## config.mk

```make
export PLATFORM = sky130hd
export DESIGN_NAME = tour_cmd_sequencer
export DESIGN_NICKNAME = d
export VERILOG_FILES = /design/src/rtl/tour_cmd_sequencer.sv
export SDC_FILE = /design/constraint.sdc
export NUM_CORES = 1
export LEC_CHECK = 0
export ABC_AREA = 1
export CORE_UTILIZATION = 50
export DETAILED_ROUTE_END_ITERATION = 7
export PLACE_DENSITY = 0.71
export SLEW_MARGIN = 25
export SYNTH_ARGS = -nofsm -noshare
export SYNTH_HDL_FRONTEND = slang
export SYNTH_SLANG_ARGS = --single-unit
```

## constraint.sdc

```tcl
create_clock -name clk -period 2.9 [get_ports clk]
set_clock_uncertainty 0.15 [all_clocks]
set_input_delay 0.58 -clock clk [delete_from_list [all_inputs] [get_ports clk]]
set_output_delay 0.58 -clock clk [all_outputs]
set_load 0.03 [all_outputs]
```

## src/rtl/tour_cmd_sequencer.sv

```systemverilog
// Command-queue sequencer that feeds 16-bit Knight commands to RemoteComm
// one at a time and halts on a NAK or a timeout.
module tour_cmd_sequencer #(
  parameter int unsigned DEPTH    = 8,
  parameter logic [23:0] TMO_CLKS = 24'd12_000_000,
  parameter logic [7:0]  POS_ACK  = 8'hA5
) (
  input  logic        clk,
  input  logic        rst,
  input  logic        push,
  input  logic [15:0] push_cmd,
  output logic        full,
  output logic        empty,
  input  logic        start,
  output logic [15:0] cmd,
  output logic        snd_cmd,
  input  logic        cmd_snt,
  input  logic        resp_rdy,
  input  logic [7:0]  resp,
  output logic        busy,
  output logic        done,
  output logic        err,
  output logic [1:0]  err_code,
  output logic [7:0]  ack_cnt
);

  localparam int AW = $clog2(DEPTH);
  localparam logic [23:0] TMO_LAST = TMO_CLKS - 24'd1;

  typedef enum logic [2:0] {
    IDLE,
    LOAD,
    SEND,
    WAIT_SNT,
    WAIT_RESP,
    ERR
  } state_t;

  state_t      state;
  logic [23:0] tmo_cnt;
  logic [AW:0] wr_ptr;
  logic [AW:0] rd_ptr;
  logic [15:0] mem [DEPTH];
  logic        do_push;
  logic        do_pop;

  // The extra pointer MSB tells a wrapped (full) queue from an empty one.
  assign empty   = (wr_ptr == rd_ptr);
  assign full    = (wr_ptr[AW] != rd_ptr[AW]) && (wr_ptr[AW-1:0] == rd_ptr[AW-1:0]);
  assign do_push = push && !full;
  assign do_pop  = (state == LOAD);

  // NOTE: the storage array carries no reset; the pointers alone define which
  // entries are valid, so flushing the queue never needs to touch the array.
  always_ff @(posedge clk) begin
    if (do_push) mem[wr_ptr[AW-1:0]] <= push_cmd;
  end

  always_ff @(posedge clk or posedge rst) begin
    if (rst) begin
      wr_ptr <= '0;
      rd_ptr <= '0;
    end else begin
      if (do_push) wr_ptr <= wr_ptr + 1'b1;
      if (do_pop)  rd_ptr <= rd_ptr + 1'b1;
    end
  end

  // NOTE: all state and outputs update with non-blocking assignments so every
  // branch reads the pre-edge values of state, counters and queue flags.
  always_ff @(posedge clk or posedge rst) begin
    if (rst) begin
      state    <= IDLE;
      tmo_cnt  <= '0;
      cmd      <= '0;
      snd_cmd  <= 1'b0;
      busy     <= 1'b0;
      done     <= 1'b0;
      err      <= 1'b0;
      err_code <= 2'b00;
      ack_cnt  <= '0;
    end else begin
      snd_cmd <= 1'b0;
      done    <= 1'b0;
      unique case (state)
        IDLE: begin
          if (start && !empty) begin
            state <= LOAD;
            busy  <= 1'b1;
          end
        end
        LOAD: begin
          cmd     <= mem[rd_ptr[AW-1:0]];
          snd_cmd <= 1'b1;
          state   <= SEND;
        end
        SEND: begin
          tmo_cnt <= '0;
          state   <= WAIT_SNT;
        end
        WAIT_SNT: begin
          if (cmd_snt) begin
            tmo_cnt <= '0;
            state   <= WAIT_RESP;
          end else if (tmo_cnt == TMO_LAST) begin
            state    <= ERR;
            busy     <= 1'b0;
            err      <= 1'b1;
            err_code <= 2'b10;
          end else begin
            tmo_cnt <= tmo_cnt + 24'd1;
          end
        end
        WAIT_RESP: begin
          // A response arriving on the expiry cycle still counts.
          if (resp_rdy) begin
            if (resp == POS_ACK) begin
              ack_cnt <= ack_cnt + 8'd1;
              if (empty) begin
                state <= IDLE;
                busy  <= 1'b0;
                done  <= 1'b1;
              end else begin
                state <= LOAD;
              end
            end else begin
              state    <= ERR;
              busy     <= 1'b0;
              err      <= 1'b1;
              err_code <= 2'b01;
            end
          end else if (tmo_cnt == TMO_LAST) begin
            state    <= ERR;
            busy     <= 1'b0;
            err      <= 1'b1;
            err_code <= 2'b10;
          end else begin
            tmo_cnt <= tmo_cnt + 24'd1;
          end
        end
        ERR: begin
          if (start) begin
            err      <= 1'b0;
            err_code <= 2'b00;
            if (!empty) begin
              state <= LOAD;
              busy  <= 1'b1;
            end else begin
              state <= IDLE;
            end
          end
        end
        default: begin
          state <= IDLE;
          busy  <= 1'b0;
        end
      endcase
    end
  end

endmodule

```

After elaboration in Yosys (flattened, before gate mapping)
Memories as Yosys holds them, arrays and structs flattened. A register that Yosys moved wholly into a read port is not among the register bits.
Cells that the tools add are included.
Widths: inputs -> output; s select.
- flip-flop bits (word level): 49
- memory bits (writable): 128
- input bits: 30
- output and inout port bits: 32
- word-level logic and storage cells: 87
- memories kept: 1
- memory list (memory ; depth ; bits a word ; read ports ; clocked after memory_dff ; wr ports ; RTL line ; source):
    mem ; 8 ; 16 ; 1 ; 1 ; 1 ; 43 ; logic [15:0] mem [DEPTH];
- add/subtract/negate cells: 4
- equal/unequal tests: 17
- multiplexer cells: 40
- bitwise operators: 1
- reduce and logical (&&, ||, !) cells: 14
- operators with widths (kind ; count):
    $mux 24 ; 3
    $pmux 24 s3 ; 1
    $add 24x1->24 const B ; 1
    $eq 24x24->1 const B ; 1
    $mux 1 ; 21
    $mux 3 ; 6
    $pmux 3 s6 ; 1
    $mux 2 ; 5
    $ne 2x2->1 const B ; 5
    $add 4x1->4 const B ; 2
    $add 8x1->8 const B ; 1
    $eq 8x8->1 const B ; 1
    $eq 3x2->1 const B ; 2
    $eq 3x3->1 const B ; 2
    $pmux 2 s3 ; 1
    $reduce_and 6->1 ; 1
    $reduce_bool 3->1 ; 2
    $pmux 1 s5 ; 1
    $eq 4x4->1 ; 1
    $ne 4x4->1 const B ; 1
    $reduce_and 2->1 ; 2
    $reduce_and 4->1 ; 1
    $eq 3x1->1 const B ; 1
    $eq 3x3->1 ; 1
    9 further kinds ; 12

Longest topological paths before layout
- depth after elaboration: 6
- depth in mapped cells: 11

Worst setup path before layout
Ideal clock, no wire load.
- path type: flip-flop to flip-flop
- start point: register rd_ptr[1]
- end point: memory mem[6][0] (enable)
- library setup time: 409 ps
- arrival: 2388 ps
- slack: -47 ps
- cell stages (with the launch flop): 9
- path buffers: 1
- period minus slack after synthesis: 2947 ps
- path through: dfrtp_1 -> clkbuf_2 -> xnor2_1 -> inv_1 -> nor2_1 -> nand2_1 -> nand2_1 -> or2_2 -> nor3_1
- cells in the longest elaborated chain, start to end: 6
- ends and longest elaborated chain (item ; RTL line ; source):
    from (decl) ; 42 ; logic [AW:0] rd_ptr;
    from (signal assigned) ; 65 ; if (do_pop) rd_ptr <= rd_ptr + 1'b1;
    $eq 3x3->1 ; 49 ; assign full = (wr_ptr[AW] != rd_ptr[AW]) && (wr_ptr[AW-1:0] == rd_ptr[AW-1:0]);
    $logic_and 1x1->1 ; 49 ;
    $logic_not 1->1 ; 50 ; assign do_push = push && !full;
    $logic_and 1x1->1 ; 50 ;
    $mux 1 ; 56 ; if (do_push) mem[wr_ptr[AW-1:0]] <= push_cmd;
    $mux 1 (implied by the code) ; 56 ;
    to (decl) ; 43 ;
No other way between the ends.

Worst setup path in the final report
- start point: register wr_ptr[0]
- end point: output port full
- cells in the longest elaborated chain, start to end: 2
- ends and longest elaborated chain (item ; RTL line ; source):
    from (decl) ; 41 ; logic [AW:0] wr_ptr;
    from (signal assigned) ; 64 ; if (do_push) wr_ptr <= wr_ptr + 1'b1;
    $eq 3x3->1 ; 49 ;
    $logic_and 1x1->1 ; 49 ;
    to (decl) ; 12 ; output logic full,
No other way between the ends.

==> impl_metrics.py <==
metrics = {
    "logic_synthesis": {
        "syn_area_mm2": 0.00830,
        "syn_inst": 778,
        "synth_fp_nets": 812,
        "yosys_warnings": 0,
        "synth_simple_gate_area_frac": 0.168,
        "synth_top_family_by_area": "simple AND/OR/NAND/NOR gates",
        "synth_xor_area_frac": 0.0190,
        "ys_types": 38,
        "async_flop_share": 0.337,
        "yosysMostFrequentCell": "nand2_1",
        "syn_area_per_cell_um2": 10.7,
        "yosysTopAreaCell": "edfxtp_1",
        "synth_ff_type": "edfxtp_1",
        "ys_seq_elements": 193,
        "netlist.area_leader.share": 0.463,
        "synth_fa_ha_area_frac": 0.00603,
        "synthMuxAreaShare": 0.00136,
        "synth_enable_flop_cells": 128,
        "synth_compound_area_frac": 0.102,
        "synth_common_cells": "nand2_1 (132), edfxtp_1 (128), nor2_1 (128), o21ai_0 (77), dfrtp_1 (65)",
        "yosysSeqAreaShare": 0.659,
        "synth_area_leaders": "edfxtp_1 (46%), dfrtp_1 (20%), nand2_1 (6.0%), nor2_1 (5.8%), o21ai_0 (4.6%)",
    },
    "global_route": {
        "overflow": 0,
        "grt_use_total": 0.224,
        "grt_util_met1": 0.286,
        "grtUsageMet2": 0.375,
        "grt_pass1_wl_mm": 28.4,
        "grt_pass1_vias": 5711,
        "grt_use_met3": 0.0472,
        "antenna_found_initial": 0,
        "grt_max_degree": 68,
        "top_usage_layer": "met2",
    },
    "finish": {
        "fin_nets": 884,
        "fin_util": 0.611,
        "layout-drive-gt1-share": 0.0846,
        "area_growth_syn_to_layout_pct": 18.1,
        "diodes": 0,
        "fillerInstances": 1235,
    },
    "timing": {
        "max_freq_mhz": 406,
        "drv_slew": 0,
        "finalSetupViolations": 0,
        "hold_viol_final": 0,
        "tightest_slew_ns": 0.652,
        "fin_crit_ns": 2.46,
        "finalSetupTns_ns": 0,
        "finalCritPeriodShare": 0.848,
        "maxSlewHeadroom": 0.565,
        "rsz0062_at_grt": "false",
    },
    "clocking": {
        "cts_tree": "built",
        "cts.sinks": 193,
        "cts_resized": 0,
        "worstSkewPairLatency_ns": 0.44,
        "clockRootBuffer": "clkbuf_16",
        "clk_path_buf_depth": 2,
        "post_cts_buffers": 0,
        "h-tree-depth": 4,
        "cts_buffers": 17,
        "path_clk_slew_ns": 0.07,
        "ctsHoldBuffers": 0,
    },
    "critical_path": {
        "critPathMaxFanout": 6,
        "worstPathArrival_ns": 1.73,
        "crit_required_ns": 2.17,
        "cp-start-kind": "register",
        "end_kind": "output pin",
        "r2r_end": "cmd[1]",
        "r2r_start": "rd_ptr[0]",
        "reg2reg_depth": 7,
        "r2r_setup_slack_ns": 0.64,
        "path_class": "register to output pin",
    },
    "power": {
        "ir_drop_v": 0.000622,
        "leakagePower_nw": 3.86,
        "power-per-cell-area_mw_per_mm2": 953,
    },
    "placed_design": {
        "place_congestion": 0.872,
        "hpwl_mm": 11.7,
        "portBuffers": 61,
    },
    "worst_hold_path": {
        "hold_depth": 2,
        "holdPathEnd": "cmd[10]",
        "hold_class": "register to register",
        "min-delay-start": "cmd[10]",
    },
    "floorplan": {
        "die_area_mm2": 0.0171,
        "rows": 46,
        "ioPinCount": 62,
        "start_util": 0.517,
        "core-area_mm2": 0.0161,
        "fp.dieW_um": 131,
        "die-height_um": 131,
    },
    "outcome": {
        "status": "completed",
    },
    "drt": {
        "via_per_inst": 5.54,
        "routed-via-count": 5975,
        "drt_pass1_iterations": 5,
        "drtAntennaViolNets": 0,
        "wire_per_inst_um": 16.6,
        "first_iter_violations": 448,
        "drt-total-wl_mm": 17.9,
        "drcViolationCount": 0,
    },
    "job": {
        "drv_cap": 0,
    },
}
## cells in the final DEF (no fill, tap or decap), types with 5 or more instances in the layout
cell,instances
clkdlybuf4s50_1,59
xor2_1,9
inv_1,56
nor3_1,8
edfxtp_1,128
nand2_1,132
clkbuf_16,17
o221ai_1,16
xnor2_1,9
nand3_1,31
a21oi_1,16
inv_6,5
o211ai_1,16
dfrtp_1,65
o22ai_1,16
buf_4,20
o21ai_0,77
nor2_1,128
nand4_1,7
## worst max path at each step
stage	cells after the start	start	end	slack, ns
after CTS	6	wr_ptr[0]	full	0.04
final	6	wr_ptr[0]	full	0.44
after global routing	6	wr_ptr[1]	full	0.26
after global placement	5	push	mem[6][8]	0.50
after detailed placement	5	push	mem[6][7]	0.41
after floorplan	8	rd_ptr[1]	mem[0][0]	0.40
## kinds of logic (layout without fill, tap and decap cells)
kind of cell | count (synthesis) | after routing
flip-flops | 193 | 193
buffers and inverters | 89 | 174
XOR/XNOR | 18 | 18
multiplexers | 1 | 1
adder cells (fa/ha/maj) | 4 | 4
AND/OR/NAND/NOR | 328 | 328
AO/OA/AOI/OAI | 145 | 145
## metal layers
metal | part of all wire | routed length, um
met1 | 0.43 | 7720
met2 | 0.49 | 8840
met3 | 0.060 | 1070
met4 | 0.014 | 256
met5 | 0 | 0
## registers in the layout, indices dropped and copies added (netlist names)
name	flops
state	3
err_code	2
rd_ptr	4
mem	128
wr_ptr	4
busy	1
tmo_cnt	24
cmd	16
ack_cnt	8
err	1
snd_cmd	1
done	1
## layout make-up
cell class / count / area [um2] / share of cell area
flip-flops and latches: 193 / 5470 / 0.558
multi-input cells: 496 / 2470 / 0.252
repair buffers: 82 / 786 / 0.0801
clock buffers: 19 / 433 / 0.0442
well taps: 216 / 270 / 0.0276
inverters: 60 / 230 / 0.0235
clock inverters: 13 / 143 / 0.0145
## where the power goes
part | internal, W | leakage (nW) | switching (W)
clock | 0.00122 | 0.280 | 0.00106
combinational | 0.00109 | 1.57 | 0.00226
sequential | 0.00348 | 2.01 | 0.000233
total | 0.00579 | 3.86 | 0.00355
## metrics by stage
| step | power (W) | instance area, um2 | instances | setup WS (ns) | hold slack [ns] |
|---|---|---|---|---|---|
| 2_1_floorplan | 0.00601 | 8310 | 778 | 0.399 | 0.312 |
| 3_3_place_gp | 0.00697 | 9220 | 1047 | 0.498 | 0.315 |
| 3_5_place_dp | 0.00710 | 9220 | 1047 | 0.410 | 0.319 |
| 4_1_cts | 0.00939 | 9800 | 1079 | 0.0374 | 0.338 |
| 5_1_grt | 0.00987 | 9800 | 1079 | 0.258 | 0.348 |
| 6_report | 0.00934 | 9800 | 1079 | 0.440 | 0.335 |
## worst max-delay path: stages (launching register included)
cell            delay (ns)
dfrtp_1               0.44
xnor2_1               0.22
nand2_1               0.07
nor2_1                0.08
nand2_1               0.12
inv_1                 0.08
dlymetal6s2s_1        0.28
(Power assumes the default switching activity.)
